--- src/rtl/hyper_chip_decoder.sv ---
// Address decoder that maps requests onto (phy, chip, offset) through a shadow/active rule table.
// Rule updates are committed atomically once all outstanding traffic has drained.
module hyper_chip_decoder #(
    parameter int unsigned NumPhys      = 32'd1,
    parameter int unsigned NumChips     = 32'd2,
    parameter int unsigned AddrWidth    = 32'd48,
    parameter logic [63:0] MemBase      = 64'h8000_0000,
    parameter logic [63:0] RstChipBytes = 64'h80_0000,
    parameter int unsigned MaxTxns      = 32'd8,
    localparam int unsigned NumRules    = NumPhys * NumChips,
    localparam int unsigned PhyW        = (NumPhys > 32'd1) ? $clog2(NumPhys) : 32'd1,
    localparam int unsigned ChipW       = (NumChips > 32'd1) ? $clog2(NumChips) : 32'd1,
    localparam int unsigned CfgAW       = $clog2(2 * NumRules + 2),
    localparam int unsigned CntW        = $clog2(MaxTxns + 2)
) (
    input  logic                 clk_i,
    input  logic                 rst_ni,
    input  logic                 in_valid_i,
    output logic                 in_ready_o,
    input  logic [AddrWidth-1:0] in_addr_i,
    output logic                 out_valid_o,
    input  logic                 out_ready_i,
    output logic [PhyW-1:0]      out_phy_o,
    output logic [ChipW-1:0]     out_chip_o,
    output logic [AddrWidth-1:0] out_offset_o,
    output logic                 out_err_o,
    input  logic                 rsp_done_i,
    input  logic                 cfg_req_i,
    input  logic                 cfg_we_i,
    input  logic [CfgAW-1:0]     cfg_addr_i,
    input  logic [AddrWidth-1:0] cfg_wdata_i,
    output logic                 cfg_gnt_o,
    output logic [AddrWidth-1:0] cfg_rdata_o,
    output logic                 busy_o
);

    localparam logic [1:0] StIdle  = 2'd0;
    localparam logic [1:0] StDrain = 2'd1;
    localparam logic [1:0] StSwap  = 2'd2;

    function automatic logic [AddrWidth-1:0] rst_start(input int r);
        logic [63:0] v;
        v = MemBase + RstChipBytes * 64'(r);
        return AddrWidth'(v);
    endfunction

    logic [AddrWidth-1:0] sh_start_q  [NumRules];
    logic [AddrWidth-1:0] sh_end_q    [NumRules];
    logic [AddrWidth-1:0] act_start_q [NumRules];
    logic [AddrWidth-1:0] act_end_q   [NumRules];

    logic [1:0]           state_q, state_d;
    logic [CntW-1:0]      cnt_q, cnt_d;
    logic                 out_valid_q, out_err_q;
    logic [PhyW-1:0]      out_phy_q;
    logic [ChipW-1:0]     out_chip_q;
    logic [AddrWidth-1:0] out_offset_q;
    logic                 cfg_gnt_q;
    logic [AddrWidth-1:0] cfg_rdata_q;

    logic                 match_s, hit_s, in_accept_s;
    logic [PhyW-1:0]      dec_phy_s;
    logic [ChipW-1:0]     dec_chip_s;
    logic [AddrWidth-1:0] dec_off_s;
    logic                 cfg_acc_s, cfg_commit_s, inc_s, dec_s;
    logic [AddrWidth-1:0] cfg_rd_s;

    assign busy_o       = (state_q != StIdle);
    assign in_ready_o   = (!out_valid_q || out_ready_i) && (state_q == StIdle) &&
                          (cnt_q != CntW'(MaxTxns));
    assign in_accept_s  = in_valid_i && in_ready_o;
    assign out_valid_o  = out_valid_q;
    assign out_phy_o    = out_phy_q;
    assign out_chip_o   = out_chip_q;
    assign out_offset_o = out_offset_q;
    assign out_err_o    = out_err_q;
    assign cfg_gnt_o    = cfg_gnt_q;
    assign cfg_rdata_o  = cfg_rdata_q;
    assign cfg_acc_s    = cfg_req_i && !cfg_gnt_q;
    assign cfg_commit_s = cfg_acc_s && cfg_we_i && (cfg_addr_i == CfgAW'(2 * NumRules));

    // Rule match; scanning downwards lets the lowest matching rule win.
    always_comb begin
        match_s    = 1'b0;
        hit_s      = 1'b0;
        dec_phy_s  = '0;
        dec_chip_s = '0;
        dec_off_s  = '0;
        for (int r = int'(NumRules) - 1; r >= 0; r--) begin
            match_s    = (act_start_q[r] <= in_addr_i) && (in_addr_i < act_end_q[r]);
            hit_s      = hit_s | match_s;
            dec_phy_s  = match_s ? PhyW'(r / int'(NumChips)) : dec_phy_s;
            dec_chip_s = match_s ? ChipW'(r % int'(NumChips)) : dec_chip_s;
            dec_off_s  = match_s ? (in_addr_i - act_start_q[r]) : dec_off_s;
        end
    end

    // Single output register; holds its contents while stalled.
    always_ff @(posedge clk_i or negedge rst_ni) begin
        if (!rst_ni) begin
            out_valid_q  <= 1'b0;
            out_err_q    <= 1'b0;
            out_phy_q    <= '0;
            out_chip_q   <= '0;
            out_offset_q <= '0;
        end else if (in_accept_s) begin
            out_valid_q  <= 1'b1;
            out_err_q    <= ~hit_s;
            out_phy_q    <= dec_phy_s;
            out_chip_q   <= dec_chip_s;
            out_offset_q <= dec_off_s;
        end else if (out_ready_i) begin
            out_valid_q  <= 1'b0;
        end else begin
            out_valid_q  <= out_valid_q;
        end
    end

    // Outstanding counter; a completion at zero is ignored.
    always_comb begin
        inc_s = out_valid_q && out_ready_i && !out_err_q;
        dec_s = rsp_done_i && (cnt_q != '0);
        case ({inc_s, dec_s})
            2'b10:   cnt_d = cnt_q + CntW'(1);
            2'b01:   cnt_d = cnt_q - CntW'(1);
            default: cnt_d = cnt_q;
        endcase
    end

    // Commit sequencing: wait for in-flight work to finish before swapping the table.
    always_comb begin
        state_d = state_q;
        case (state_q)
            StIdle: begin
                if (cfg_commit_s) state_d = StDrain;
                else              state_d = StIdle;
            end
            StDrain: begin
                if ((cnt_q == '0) && !out_valid_q) state_d = StSwap;
                else                               state_d = StDrain;
            end
            StSwap:  state_d = StIdle;
            default: state_d = StIdle;
        endcase
    end

    // State and counter registers.
    always_ff @(posedge clk_i or negedge rst_ni) begin
        if (!rst_ni) begin
            state_q <= StIdle;
            cnt_q   <= '0;
        end else begin
            state_q <= state_d;
            cnt_q   <= cnt_d;
        end
    end

    // Config read mux.
    always_comb begin
        cfg_rd_s = '0;
        for (int r = 0; r < int'(NumRules); r++) begin
            cfg_rd_s = (cfg_addr_i == CfgAW'(2 * r))     ? sh_start_q[r] : cfg_rd_s;
            cfg_rd_s = (cfg_addr_i == CfgAW'(2 * r + 1)) ? sh_end_q[r]   : cfg_rd_s;
        end
        if (cfg_addr_i == CfgAW'(2 * NumRules)) begin
            cfg_rd_s = {{(AddrWidth - 1){1'b0}}, busy_o};
        end else if (cfg_addr_i == CfgAW'(2 * NumRules + 1)) begin
            cfg_rd_s = AddrWidth'(cnt_q);
        end else begin
            cfg_rd_s = cfg_rd_s;
        end
    end

    // Config response: one-cycle grant carrying the read data.
    always_ff @(posedge clk_i or negedge rst_ni) begin
        if (!rst_ni) begin
            cfg_gnt_q   <= 1'b0;
            cfg_rdata_q <= '0;
        end else begin
            cfg_gnt_q   <= cfg_acc_s;
            cfg_rdata_q <= cfg_acc_s ? cfg_rd_s : '0;
        end
    end

    // Rule tables; the swap copies pre-write shadow contents.
    always_ff @(posedge clk_i or negedge rst_ni) begin
        if (!rst_ni) begin
            for (int r = 0; r < int'(NumRules); r++) begin
                sh_start_q[r]  <= rst_start(r);
                sh_end_q[r]    <= rst_start(r) + AddrWidth'(RstChipBytes);
                act_start_q[r] <= rst_start(r);
                act_end_q[r]   <= rst_start(r) + AddrWidth'(RstChipBytes);
            end
        end else begin
            for (int r = 0; r < int'(NumRules); r++) begin
                if (cfg_acc_s && cfg_we_i && (cfg_addr_i == CfgAW'(2 * r))) begin
                    sh_start_q[r] <= cfg_wdata_i;
                end else if (cfg_acc_s && cfg_we_i && (cfg_addr_i == CfgAW'(2 * r + 1))) begin
                    sh_end_q[r] <= cfg_wdata_i;
                end else begin
                    sh_start_q[r] <= sh_start_q[r];
                end
                if (state_q == StSwap) begin
                    act_start_q[r] <= sh_start_q[r];
                    act_end_q[r]   <= sh_end_q[r];
                end else begin
                    act_start_q[r] <= act_start_q[r];
                end
            end
        end
    end

endmodule
--- config.mk ---
export PLATFORM = sky130hd
export DESIGN_NAME = hyper_chip_decoder
export DESIGN_NICKNAME = d
export VERILOG_FILES = /design/src/rtl/hyper_chip_decoder.sv
export SDC_FILE = /design/constraint.sdc
export NUM_CORES = 1
export LEC_CHECK = 0
export BUFFER_PORTS_ARGS = -buffer_cell sky130_fd_sc_hd__buf_2
export CAP_MARGIN = 10
export CORE_MARGIN = 1.5
export CORE_UTILIZATION = 35
export CTS_BUF_LIST = sky130_fd_sc_hd__clkbuf_16
export CTS_CLUSTER_DIAMETER = 30
export CTS_CLUSTER_SIZE = 28
export DETAILED_ROUTE_END_ITERATION = 10
export HOLD_SLACK_MARGIN = 0.03
export PLACE_DENSITY = 0.59
export RECOVER_POWER = 100
export SYNTH_ARGS = -nofsm -noshare
export SYNTH_HDL_FRONTEND = slang
export SYNTH_SLANG_ARGS = --single-unit
--- constraint.sdc ---
create_clock -name clk_i -period 4.04 [get_ports clk_i]
set_input_delay 0.808 -clock clk_i [delete_from_list [all_inputs] [get_ports clk_i]]
set_output_delay 0.808 -clock clk_i [all_outputs]
set_load 0.02 [all_outputs]
# Word level (Yosys, flattened, before mapping)
# Cells that the tools add are included.
# op_classes
muxes	17
bitwise_logic	4
n_reduce_logical	29
eq_ne	10
n_addsub	4
order_cmp	4
# ops
operator	n
48-bit 2-to-1 mux	9
48-bit less-or-equal comparator	2
48-bit < comparator	2
48-bit subtractor	2
1-bit logical AND	16
4-bit one-hot mux with 2 select lines	1
3-bit by 2-bit == test with 1-bit output, second input constant	2
3-bit == test, second input constant	2
2-bit nonzero test	3
1-bit 2-to-1 mux	5
4-bit by 1-bit adder with 4-bit output, second input constant	1
2-bit by 1-bit == test with 1-bit output, second input constant	2
2-bit == test, second input constant	2
4-bit zero test	1
4-bit != test, second input constant	1
2-bit one-hot mux with 2 select lines	1
2-bit AND reduction	2
4-bit nonzero test	1
4-bit by 1-bit subtractor with 4-bit output, second input constant	1
3-bit by 1-bit == test with 1-bit output, second input constant	1
1-bit zero test	3
3-bit zero test	1
1-bit NOT	3
2-bit zero test	1
3 further kinds	3
# word_totals
inputBits	106
reg_bits	490

# Depth between registers and ports, before layout
# logic_depth
depth_word	8
ltp_mapped	15
mapped_depth_nobuf	14

# Least setup slack after synthesis
# Ideal clock, no wire load.
# synth_path
kind	input to register
from	input in_addr_i[0]
to	register out_offset_q[46] (netlist: out_offset_o[46])
t_arrival_ps	3278
n_path_buf	1
stages	15
path_slack_ps	617
setup_ps	145
cell_sequence	inv_1 > ha_1 > inv_1 > fa_1 > a211oi_1 > o211ai_1 > nand4_1 > nand3_1 > o21a_1 > o31ai_1 > o21bai_1 > a21oi_2 > buf_2 > nand2_1 > o221ai_1
# synth_between
elab_chain_len	4
elab_cells_between_ends	10
# synth_lines
item	line	source
from (decl)	20	input logic [AddrWidth-1:0] in_addr_i,
48-bit less-or-equal comparator / 48-bit < comparator (equally long branches)	90	match_s = (act_start_q[r] <= in_addr_i) && (in_addr_i < act_end_q[r]);
1-bit logical AND	90	
48-bit 2-to-1 mux	94	dec_off_s = match_s ? (in_addr_i - act_start_q[r]) : dec_off_s;
48-bit 2-to-1 mux (*)	94	
to (signal assigned)	111	out_offset_q <= dec_off_s;
to (decl)	57	logic [AddrWidth-1:0] out_offset_q;
# Every way passes the cells marked *; elsewhere a longest branch is shown, timed or not.
# A chain may end at the register's enable or synchronous reset.

# Worst setup path in the final report
# layout_path
from	input cfg_addr_i[0]
to	register cfg_rdata_q[37] (netlist: cfg_rdata_o[37])
# layout_between
elab_chain_len	8
elab_cells_between_ends	13
# layout_lines
item	line	source
from (decl)	30	input logic [CfgAW-1:0] cfg_addr_i,
3-bit zero test	162	cfg_rd_s = (cfg_addr_i == CfgAW'(2 * r)) ? sh_start_q[r] : cfg_rd_s;
48-bit 2-to-1 mux	162	
48-bit 2-to-1 mux	163	cfg_rd_s = (cfg_addr_i == CfgAW'(2 * r + 1)) ? sh_end_q[r] : cfg_rd_s;
48-bit 2-to-1 mux	162	
48-bit 2-to-1 mux	163	
48-bit 2-to-1 mux	167	end else if (cfg_addr_i == CfgAW'(2 * NumRules + 1)) begin
48-bit 2-to-1 mux (*)	165	if (cfg_addr_i == CfgAW'(2 * NumRules)) begin
48-bit 2-to-1 mux (*)	181	cfg_rdata_q <= cfg_acc_s ? cfg_rd_s : '0;
to (signal assigned)	181	
to (decl)	59	logic [AddrWidth-1:0] cfg_rdata_q;
# Marks and branches as above.

==> reports/metrics.yaml <==
run_status:
  outcome: "finished, violations left"
  failed_checks: "capacitance limit, slew limit"
die:
  fp.dieH_um: 285.1
  core_um2: 78870
  io_pins: 209
  rows: 103
  start_util_pct: 35.33
  die_x_um: 285.1
  die-area_um2: 81310
sta:
  period_minus_slack_ps: 3599
  rsz0062_at_grt: "no"
  post-route-period-util_pct: 89.08
  skew_ps: 29.83
  timing.final.hold_violations: 0
  final.setup.tns_ps: 0
  worst_slew_pin_slew_ps: 2700
  slew_violations: 168
  max_freq_mhz: 277.9
  final.setup.worst_slack_ps: 441.1
  setup_viol: 0
  max_slew_margin_pct: -79.98
setup_path:
  cp_slowest_cell: "clkbuf_1"
  cp_num_buf_inv: 2
  crit_fanout: 39
  path_delay_family: "buffers and inverters"
  crit_chain: "clkbuf_1 -> buf_4 -> mux2_2 -> o22ai_1 -> nor2_1"
  critical_path_class: "in2reg"
  critPathCaptureType: "register"
  required_ps: 4530
  critPathArrivalTime_ps: 4090
  critPathMaxStageDelay_ps: 1880
  cp-start-kind: "input port"
synth:
  ys.flop_type: "dfrtp_1"
  synth_edf_count: 0
  synth_cell_types: 80
  synth-async-reset-ratio_pct: 100.0
  yosysWarningCount: 0
  ys_seq_area_share_pct: 44.07
  synth.net_count: 2877
  synth.avg_cell_area_um2: 10.82
  syn_inst: 2575
  synth.cell_area_um2: 27860
  yosys_register_bits: 490
power:
  powerDensity_nw_per_um2: 643.6
  vdd_ir_drop_max_uv: 347.3
  power.static_leakage_nw: 15.47
  fin_total_pwr_mw: 21.79
detailed_routing:
  vias_per_cell: 5.211
  wire_per_inst_um: 20.27
  dr_total_vias: 20822
  drc: 0
  firstDrtPassIters: 5
  drt-initial-drc-count: 1249
  antenna_left: 0
  wirelength_mm: 80.99
clock_tree:
  cts.sinks: 490
  cts.htree.levels: 3
  post_cts_buffers: 0
  clk_path_buf_depth: 3
  cts_tree: "done"
  cts-root-buf: "clkbuf_16"
  clk_pin_slew_ps: 50
  cts_hold_buf: 0
  cts_buffers: 105
  cts-resized-gates: 0
  worstSkewPairLatency_ps: 660
global_routing:
  antenna_found_initial: 14
  grt_pass1_wl_mm: 125.6
  grt.overflow.total: 0
  grt_pass1_vias: 21254
  grt.total_usage_pct: 19.81
  grt_start_max_net_pins: 100
place:
  globalplace.congestion: 0.9366
  dp_hpwl_mm: 59.66
  numPortBuffers: 207
  pre_cts_ws_ps: -49.86
layout:
  final_nets: 3157
  fillers: 7657
  areaGrowthSynthToFinish_pct: 21.52
  finish.utilization_pct: 42.93
  multi_input_area_um2: 14270
  drive_gt1_share_pct: 29.04
  final-seq-area_um2: 12280
job:
  drv_cap: 4
worst_hold_path:
  min_path_type: "in2reg"
[layer usage]
metal  GRT usage (%)  vias to the layer above  wire [µm]
li1                -                     9811          -
met1           26.75                    10296      37550
met2           31.01                      547      36350
met3           4.952                      148       5022
met4           6.468                       20       1925
met5               0                        -        141
[final timing paths]
path,start,endpoint,slack [ps],cells after the start
min in group asynchronous,rst_ni,cfg_rdata_o[16]$_DFF_PN0_,690,1
max,cfg_addr_i[0],cfg_rdata_o[37]$_DFF_PN0_,440,5
max in group asynchronous,rst_ni,out_offset_o[33]$_DFFE_PN0P_,910,3
min,cfg_wdata_i[22],sh_end_q[70]$_DFFE_PN0P_,430,2
min reg2reg,out_offset_o[33]$_DFFE_PN0P_,out_offset_o[33]$_DFFE_PN0P_,490,2
max reg2reg,act_start_q[0]$_DFFE_PN0N_,out_offset_o[26]$_DFFE_PN0P_,480,14
[synth_stat cells, drive strengths merged, types with 5 or more instances]
cell type	number	area [µm²]
ha	193	2415
a21boi	11	82.58
and3	14	87.58
nand2b	20	125.1
xor2	35	306.5
nor2b	7	43.79
a221oi	29	254.0
o21a	18	135.1
and2	9	56.31
clkbuf	79	296.5
o21bai	16	120.1
o31ai	8	78.82
o221ai	8	70.07
dfstp	14	367.9
o21ai	83	415.4
mux2	472	5315
nand3	29	145.1
a211oi	12	95.09
or3	5	31.28
buf	35	190.2
a21o	91	683.2
and4	5	45.04
a32oi	5	43.79
nor3	15	75.07
o2111ai	5	43.79
o22ai	47	294.0
o211ai	16	130.1
a21oi	154	778.3
nand4	36	225.2
inv	222	833.3
dfrtp	476	11910
a31oi	10	62.56
nor4	5	37.53
nand2	111	419.2
xnor2	48	420.4
nor2	178	668.1
[report_power, final]
group / internal, mW / leakage, nW / switching [mW]
clock: 5.82 / 1.77 / 2.85
sequential: 6.06 / 6.36 / 0.795
combinational: 2.64 / 7.34 / 3.62
[sequential cells by signal (all words and copies together) (netlist names)]
signal	flops
act_end_q	96
state_q	2
cfg_rdata_o	48
cfg_gnt_o	1
sh_start_q	96
out_valid_o	1
act_start_q	96
out_chip_o	1
cnt_q	4
out_err_o	1
sh_end_q	96
out_offset_o	48
[cell families (layout without fill, tap and decap cells)]
| family | Yosys count | count (layout) | share of synthesized area, % |
|---|---|---|---|
| AO/OA/AOI/OAI | 542 | 542 | 12.78 |
| adder cells (fa/ha/maj) | 196 | 196 | 8.883 |
| buffers and inverters | 336 | 705 | 4.738 |
| AND/OR/NAND/NOR | 450 | 450 | 7.473 |
| multiplexers | 477 | 477 | 19.44 |
| XOR/XNOR | 83 | 83 | 2.609 |
| other | 1 | 3 | 0.01346 |
| flip-flops | 490 | 490 | 44.07 |
[worst register-to-register path: stages (launching register included)]
cell,delay (ps)
dfrtp_1,360
ha_1,180
inv_1,60
fa_1,420
a211oi_1,370
o211ai_1,210
nand4_1,230
nand3_1,140
o21a_1,230
o31ai_1,180
o21bai_1,220
a21oi_1,160
clkbuf_1,250
a221oi_1,360
nor2_1,70
[cells in the final DEF (no fill, tap or decap), types with 18 or more instances in the layout]
cell,synthesis,final
a21o_1,91,91
a21oi_1,152,153
a221oi_1,29,29
buf_2,17,103
buf_4,4,56
clkbuf_1,79,112
clkbuf_16,0,107
dfrtp_1,476,476
ha_1,193,193
inv_1,222,232
mux2_2,472,472
nand2_1,110,109
nand3_1,29,29
nand4_1,36,36
nor2_1,178,178
o21a_1,18,18
o21ai_0,66,70
o22ai_1,47,47
xnor2_1,48,48
xor2_1,35,35
[stage by stage]
| stage | hold WS (ps) | instance area [µm²] | cells |
|---|---|---|---|
| 2_1_floorplan | 436.9 | 27860 | 2575 |
| 3_3_place_gp | 473.6 | 30560 | 3798 |
| 3_5_place_dp | 474.5 | 30560 | 3798 |
| 4_1_cts | 156.1 | 34180 | 3994 |
| 5_1_grt | 415.9 | 33850 | 3994 |
| 6_report | 431.0 | 33860 | 3996 |
[area by class of cell]
class,count,share of cell area (%)
multi-input combinational,1749,42.14
sequential,490,36.27
inverter,222,2.461
tap,1050,3.880
clock inverter,89,2.783
timing repair buffer,287,4.549
antenna,2,0.01478
clock buffer,107,7.908
(Power assumes the default switching activity.)
